`config.mk`:
```
export PLATFORM = sky130hd
export DESIGN_NAME = control_unit
export DESIGN_NICKNAME = d
export VERILOG_FILES = /design/src/rtl/control_unit.sv
export SDC_FILE = /design/constraint.sdc
export NUM_CORES = 1
export LEC_CHECK = 0
export CAP_MARGIN = 20
export CORE_ASPECT_RATIO = 1.5
export CORE_MARGIN = 2
export CORE_UTILIZATION = 50
export DETAILED_ROUTE_END_ITERATION = 6
export HOLD_SLACK_MARGIN = 0.15
export PLACE_DENSITY_LB_ADDON = 0.12
export SLEW_MARGIN = 20
export SYNTH_ARGS = -nofsm -noshare
export SYNTH_HDL_FRONTEND = slang
export SYNTH_SLANG_ARGS = --single-unit
```
`constraint.sdc`:
```
create_clock -name clk -period 4.3 [get_ports clk]
set_clock_uncertainty 0.15 [all_clocks]
set_input_delay 0.645 -clock clk [delete_from_list [all_inputs] [get_ports clk]]
set_output_delay 0.645 -clock clk [all_outputs]
set_load 0.02 [all_outputs]
```
`src/rtl/control_unit.sv`:
```
// control_unit: device-side channel control unit; every tag and bus_out is registered (1-cycle response)
// and each handshake state waits on the channel indefinitely unless CU_TIMEOUT_EN adds a 255-cycle watchdog.
module control_unit (
  input  logic       clk,
  input  logic       reset,
  input  logic [7:0] bus_in,
  output logic [7:0] bus_out,
  input  logic       operational_out,
  input  logic       select_out,
  input  logic       hold_out,
  input  logic       address_out,
  input  logic       command_out,
  input  logic       service_out,
  input  logic       suppress_out,
  output logic       operational_in,
  output logic       select_in,
  output logic       address_in,
  output logic       status_in,
  output logic       service_in,
  output logic       request_in,
  input  logic [7:0] address,
  output logic [7:0] command,
  output logic       command_strobe,
  output logic [7:0] wr_data,
  output logic       wr_strobe,
  input  logic [7:0] rd_data,
  input  logic       rd_valid,
  output logic       rd_ready,
  input  logic       device_end,
`ifdef CU_TIMEOUT_EN
  output logic       timeout,
`endif
  output logic       active
);

  typedef enum logic [3:0] {
    S_IDLE, S_OPER, S_ADDR_IN, S_CMD_WAIT, S_INIT_STATUS, S_INIT_DROP,
    S_DATA, S_SVC_IN, S_SVC_DROP, S_STOP_WAIT, S_END_STATUS, S_END_DROP
  } state_t;

  state_t     state_q, state_d;
  logic [7:0] bus_out_q, bus_out_d;
  logic       op_q, op_d, sel_q, sel_d, addr_q, addr_d, stat_q, stat_d, svc_q, svc_d;
  logic [7:0] command_q, wr_data_q, init_status;
  logic       command_strobe_q, wr_strobe_q, rd_ready_q, end_pending_q;
  logic       latch_cmd, take_byte, is_write, is_read, in_data_phase;
  logic       unused_tags;

  assign is_write      = (command_q[1:0] == 2'b01);
  assign is_read       = (command_q[1:0] == 2'b10);
  assign in_data_phase = state_q inside {S_DATA, S_SVC_IN, S_SVC_DROP, S_STOP_WAIT, S_END_STATUS, S_END_DROP};
  assign unused_tags   = hold_out ^ suppress_out;

  always_comb begin
    init_status = 8'h00;
    if (command_q != 8'h00) begin
      case (command_q[1:0])
        2'b11:   init_status = 8'h30;
        2'b00:   init_status = 8'h70;
        default: init_status = 8'h00;
      endcase
    end
  end

`ifdef CU_TIMEOUT_EN
  logic [7:0] timer_q;
  logic       timeout_q, timeout_hit;

  assign timeout_hit = (state_q != S_IDLE) && (timer_q == 8'hFF);
  assign timeout     = timeout_q;

  always_ff @(posedge clk) begin
    if (reset) begin
      timer_q   <= 8'h00;
      timeout_q <= 1'b0;
    end else begin
      timeout_q <= timeout_hit;
      timer_q   <= (state_d != state_q || state_q == S_IDLE) ? 8'h00 : timer_q + 8'd1;
    end
  end
`endif

  always_comb begin
    state_d   = state_q;
    latch_cmd = 1'b0;
    take_byte = 1'b0;
    case (state_q)
      S_IDLE:        if (select_out && address_out && bus_in == address) state_d = S_OPER;
      S_OPER:        if (!address_out) state_d = S_ADDR_IN;
      S_ADDR_IN:     if (command_out) begin state_d = S_CMD_WAIT; latch_cmd = 1'b1; end
      S_CMD_WAIT:    if (!command_out) state_d = S_INIT_STATUS;
      S_INIT_STATUS: if (service_out) state_d = S_INIT_DROP;
      S_INIT_DROP:   if (!service_out) state_d = (init_status == 8'h00 && command_q != 8'h00) ? S_DATA : S_IDLE;
      S_DATA: begin
        if (end_pending_q) state_d = S_END_STATUS;
        else if (is_write || (is_read && rd_valid)) state_d = S_SVC_IN;
      end
      // A channel stop outranks a concurrent service acknowledge: no byte moves.
      S_SVC_IN: begin
        if (command_out) state_d = S_STOP_WAIT;
        else if (service_out) begin state_d = S_SVC_DROP; take_byte = 1'b1; end
      end
      S_SVC_DROP:    if (!service_out) state_d = S_DATA;
      S_STOP_WAIT:   if (!command_out) state_d = S_END_STATUS;
      S_END_STATUS:  if (service_out) state_d = S_END_DROP;
      S_END_DROP:    if (!service_out) state_d = S_IDLE;
      default:       state_d = S_IDLE;
    endcase
`ifdef CU_TIMEOUT_EN
    if (timeout_hit) begin
      state_d   = S_IDLE;
      latch_cmd = 1'b0;
      take_byte = 1'b0;
    end
`endif
    // Selective reset keeps the latched command but abandons any transfer.
    if (!operational_out) begin
      state_d   = S_IDLE;
      latch_cmd = 1'b0;
      take_byte = 1'b0;
    end

    op_d   = (state_d != S_IDLE);
    addr_d = (state_d == S_ADDR_IN);
    stat_d = (state_d == S_INIT_STATUS) || (state_d == S_END_STATUS);
    svc_d  = (state_d == S_SVC_IN);
    // select_in stays up for the rest of a foreign selection once the address has missed.
    sel_d  = (state_d == S_IDLE) && operational_out && select_out &&
             (sel_q || (address_out && bus_in != address));

    case (state_d)
      S_ADDR_IN:     bus_out_d = address;
      S_INIT_STATUS: bus_out_d = init_status;
      S_END_STATUS:  bus_out_d = 8'h30;
      S_SVC_IN:      bus_out_d = (state_q == S_SVC_IN) ? bus_out_q : (is_read ? rd_data : 8'h00);
      default:       bus_out_d = 8'h00;
    endcase
  end

  always_ff @(posedge clk) begin
    if (reset) begin
      state_q          <= S_IDLE;
      bus_out_q        <= 8'h00;
      op_q             <= 1'b0;
      sel_q            <= 1'b0;
      addr_q           <= 1'b0;
      stat_q           <= 1'b0;
      svc_q            <= 1'b0;
      command_q        <= 8'h00;
      command_strobe_q <= 1'b0;
      wr_data_q        <= 8'h00;
      wr_strobe_q      <= 1'b0;
      rd_ready_q       <= 1'b0;
      end_pending_q    <= 1'b0;
    end else begin
      state_q          <= state_d;
      bus_out_q        <= bus_out_d;
      op_q             <= op_d;
      sel_q            <= sel_d;
      addr_q           <= addr_d;
      stat_q           <= stat_d;
      svc_q            <= svc_d;
      command_strobe_q <= latch_cmd;
      if (latch_cmd) command_q <= bus_in;
      wr_strobe_q      <= take_byte && is_write;
      if (take_byte && is_write) wr_data_q <= bus_in;
      rd_ready_q       <= take_byte && is_read;
      if (state_d == S_IDLE) end_pending_q <= 1'b0;
      else if (device_end && in_data_phase) end_pending_q <= 1'b1;
    end
  end

  assign bus_out        = bus_out_q;
  assign operational_in = op_q;
  assign select_in      = sel_q;
  assign address_in     = addr_q;
  assign status_in      = stat_q;
  assign service_in     = svc_q;
  assign request_in     = 1'b0;
  assign command        = command_q;
  assign command_strobe = command_strobe_q;
  assign wr_data        = wr_data_q;
  assign wr_strobe      = wr_strobe_q;
  assign rd_ready       = rd_ready_q;
  assign active         = (state_q != S_IDLE);

endmodule

```
==> results.tsv <==
metric	value	unit
setup_ws	1.25	ns
number_of_hold_repair_buffers_added_at_the_cts_stage	0	
portBuffers	65	
grt_usage	23.2	%
slew_headroom	55.0	%
cts_tree	built	
clk_path_buf_depth	2	
final_net_count	329	
critPathSlowestCell	clkdlybuf4s50_1	
hold_class	flip-flop to flip-flop	
antenna_cells	0	
largest_net_degree_at_the_start_of_global_routing	30	
fp.coreArea	0.00417	mm2
num_io_pins	69	
clock-sinks	37	
synthMostInstantiatedCell	dfxtp_1	
fillCellCount	343	
critPathLaunchType	input port	
r2r_start	state_q[0]	
p_int	0.000564	W
yosys.cell_types.count	63	
ys_seq_area_share	34.7	%
crit_path_end_kind	flip-flop	
final-instance-count-excl-fill	337	
run_status	finished, final reports clean	
grt_pass1_vias	1906	
hpwl	4.20	mm
ir_worst_vdd	0.305	mV
synth-warning-count	0	
post_route_cells_drive_above_1_share	9.62	%
htree_levels	2	
syn-num-nets	272	
grt-ovfl-total	0	
syn-instance-count	233	
average_detailed_routed_wire_length_per_instance	16.4	um
post_synth_most_frequent_cells	dfxtp_1 (37), nor2_1 (24), mux2i_1 (17)	
rsz_0062_raised_after_global_routing	no	
finalWorstPathRequiredPeriod	3.05	ns
power.combinational.fraction	8.4	%
top_area_cell_type_share_of_the_netlist_area	34.7	%
antenna_found_initial	0	
crit_path_max_fanout	10	
detailedPlace.worstSlack	0.988	ns
power.net_switching	0.000149	W
cts_inserted_buffers	5	
yosys.area.top_type	dfxtp_1	
placed_cells_incl_taps	329	
start_util	51.2	%
path_clk_slew	0.07	ns
postRouteWirelength	5.52	mm
synth.cell_area	0.00214	mm2
cts-resized-gates	0	
power.share.switching	20.9	%
power.density_cell_area	248	mW/mm2
routabilityCongestion	0.908	
seq_power_share	48.0	%
worstSkewPairLatency	0.29	ns
worst_path_largest_cell_delay	0.59	ns
worst_slew_pin_tran	0.673	ns
multiInputGateArea	0.00127	mm2
num_vias	1997	
postSynthAreaPerCell	9.17	um2
timing.final.setup_violations	0	
critPathRequiredTime	4.34	ns
route.antenna.remaining_nets	0	
chipWidth	57.4	um
endpoints_failing_hold	0	
synth_enable_flop_cells	0	
postSynth.topFlopCell	dfxtp_1	
area.growth.synth_to_final	34.8	%
path_class	input port to flip-flop	
leakage_power_figure	1.01	nW
post_drt_via_cell_ratio	5.93	
grt_first_pass_wirelength	8.80	mm
timing_max_transition_violations_final	0	
first_iter_violations	115	
register_area	741	um2
drv.max_cap_violation_count	0	
final.period_utilization	70.9	%
power.share.clock	43.6	%
synthTopCellsByArea	dfxtp_1 (35%), mux2i_1 (8.0%), nor2_1 (4.2%)	
timing.setup.tns	0	ns
num_rows	29	
critPathArrivalTime	3.09	ns
detail_route.first_pass.iterations	4	
root_buffer	clkbuf_8	
die-area	0.00482	mm2
hold_path_startpoint	bus_out[3]	
chipHeight	84.0	um
detail_route.drc_violations	0	
synth_seq_cells	37	
maxClockFrequency	328	MHz
worstSetupStartpoint	operational_out	
number_of_buffers_inserted_by_post_cts_setup_repair	0	
async_flop_share	0	%
crit_path_cell_trace	clkdlybuf4s50_1, a21bo_1, nor4_4, a31o_1, nor2_2, nor4b_1, o21ai_0, a311oi_1	
[layer usage]
metal | global-route usage [%] | vias to the layer above | share of wire [%]
li1 | - | 974 | -
met1 | 25.2 | 942 | 40
met2 | 41.3 | 63 | 53
met3 | 5.58 | 18 | 4.9
met4 | 9.94 | 0 | 3.0
met5 | 0 | - | 0
[stage by stage]
step           utilization [%]  hold slack, ns  cell area [um2]  power, W
2_1_floorplan                -           0.349             2140  0.000372
3_3_place_gp              66.1           0.313             2760  0.000410
3_5_place_dp              66.1           0.315             2760  0.000411
4_1_cts                   69.0           0.337             2880  0.000721
5_1_grt                   69.0           0.343             2880  0.000736
6_report                  69.0           0.332             2880  0.000714
[final timing paths]
check / cells after the start / slack (ns) / to
hold reg to reg: 1 / 0.33 / bus_out[3]
setup / recovery: 8 / 1.25 / bus_out[5]
setup reg to reg: 7 / 1.45 / bus_out[5]
hold / removal: 1 / 0.33 / bus_out[3]
[cells in the final DEF (no fill, tap or decap), types with 8 or more instances in the layout]
cell type,count
a22o_1,10
clkdlybuf4s50_1,65
dfxtp_1,37
mux2i_1,17
nand2_1,10
nor2_1,24
nor3_1,10
nor4_1,8
xor2_1,8
[kinds of logic (layout without fill, tap and decap cells)]
kind of cell / Yosys count / in the layout / share of synthesized area, %
AND/OR/NAND/NOR: 96 / 96 / 27.3
AO/OA/AOI/OAI: 47 / 47 / 18.2
flip-flops: 37 / 37 / 34.7
buffers and inverters: 23 / 81 / 6.03
multiplexers: 17 / 17 / 7.97
XOR/XNOR: 8 / 8 / 3.28
adder cells (fa/ha/maj): 4 / 4 / 2.34
other: 1 / 1 / 0.176
[registers in the layout (all words and copies together) (netlist names)]
name	flops
address_in	1
bus_out	8
command	8
command_strobe	1
end_pending_q	1
operational_in	1
rd_ready	1
select_in	1
service_in	1
state_q	4
status_in	1
wr_data	8
wr_strobe	1
[power groups by stage]
stage	clock network, W	registers, W	logic (W)
after global placement	0	0.000351	0.0000592
after detailed placement	0	0.000351	0.0000597
after floorplan	0	0.000351	0.0000209
after global routing	0.000330	0.000343	0.0000637
after CTS	0.000319	0.000343	0.0000599
final	0.000311	0.000343	0.0000598
[final cells by class]
cell class,instances,share of cell area [%]
Clock buffer,6,2.87
Clock inverter,2,1.30
Inverter,6,0.782
Multi-Input combinational cell,173,44.2
Sequential cell,37,25.7
Tap cell,46,2.00
Timing Repair Buffer,67,23.1
[critical path, delay by kind of cell]
kind | cells | cell delay (ns)
and+or+nand+nor | 3 | 0.77
AOI/OAI and AO/OA | 4 | 1.09
buffers and inverters | 1 | 0.59
Note: power is estimated with default switching activity, not from simulation.
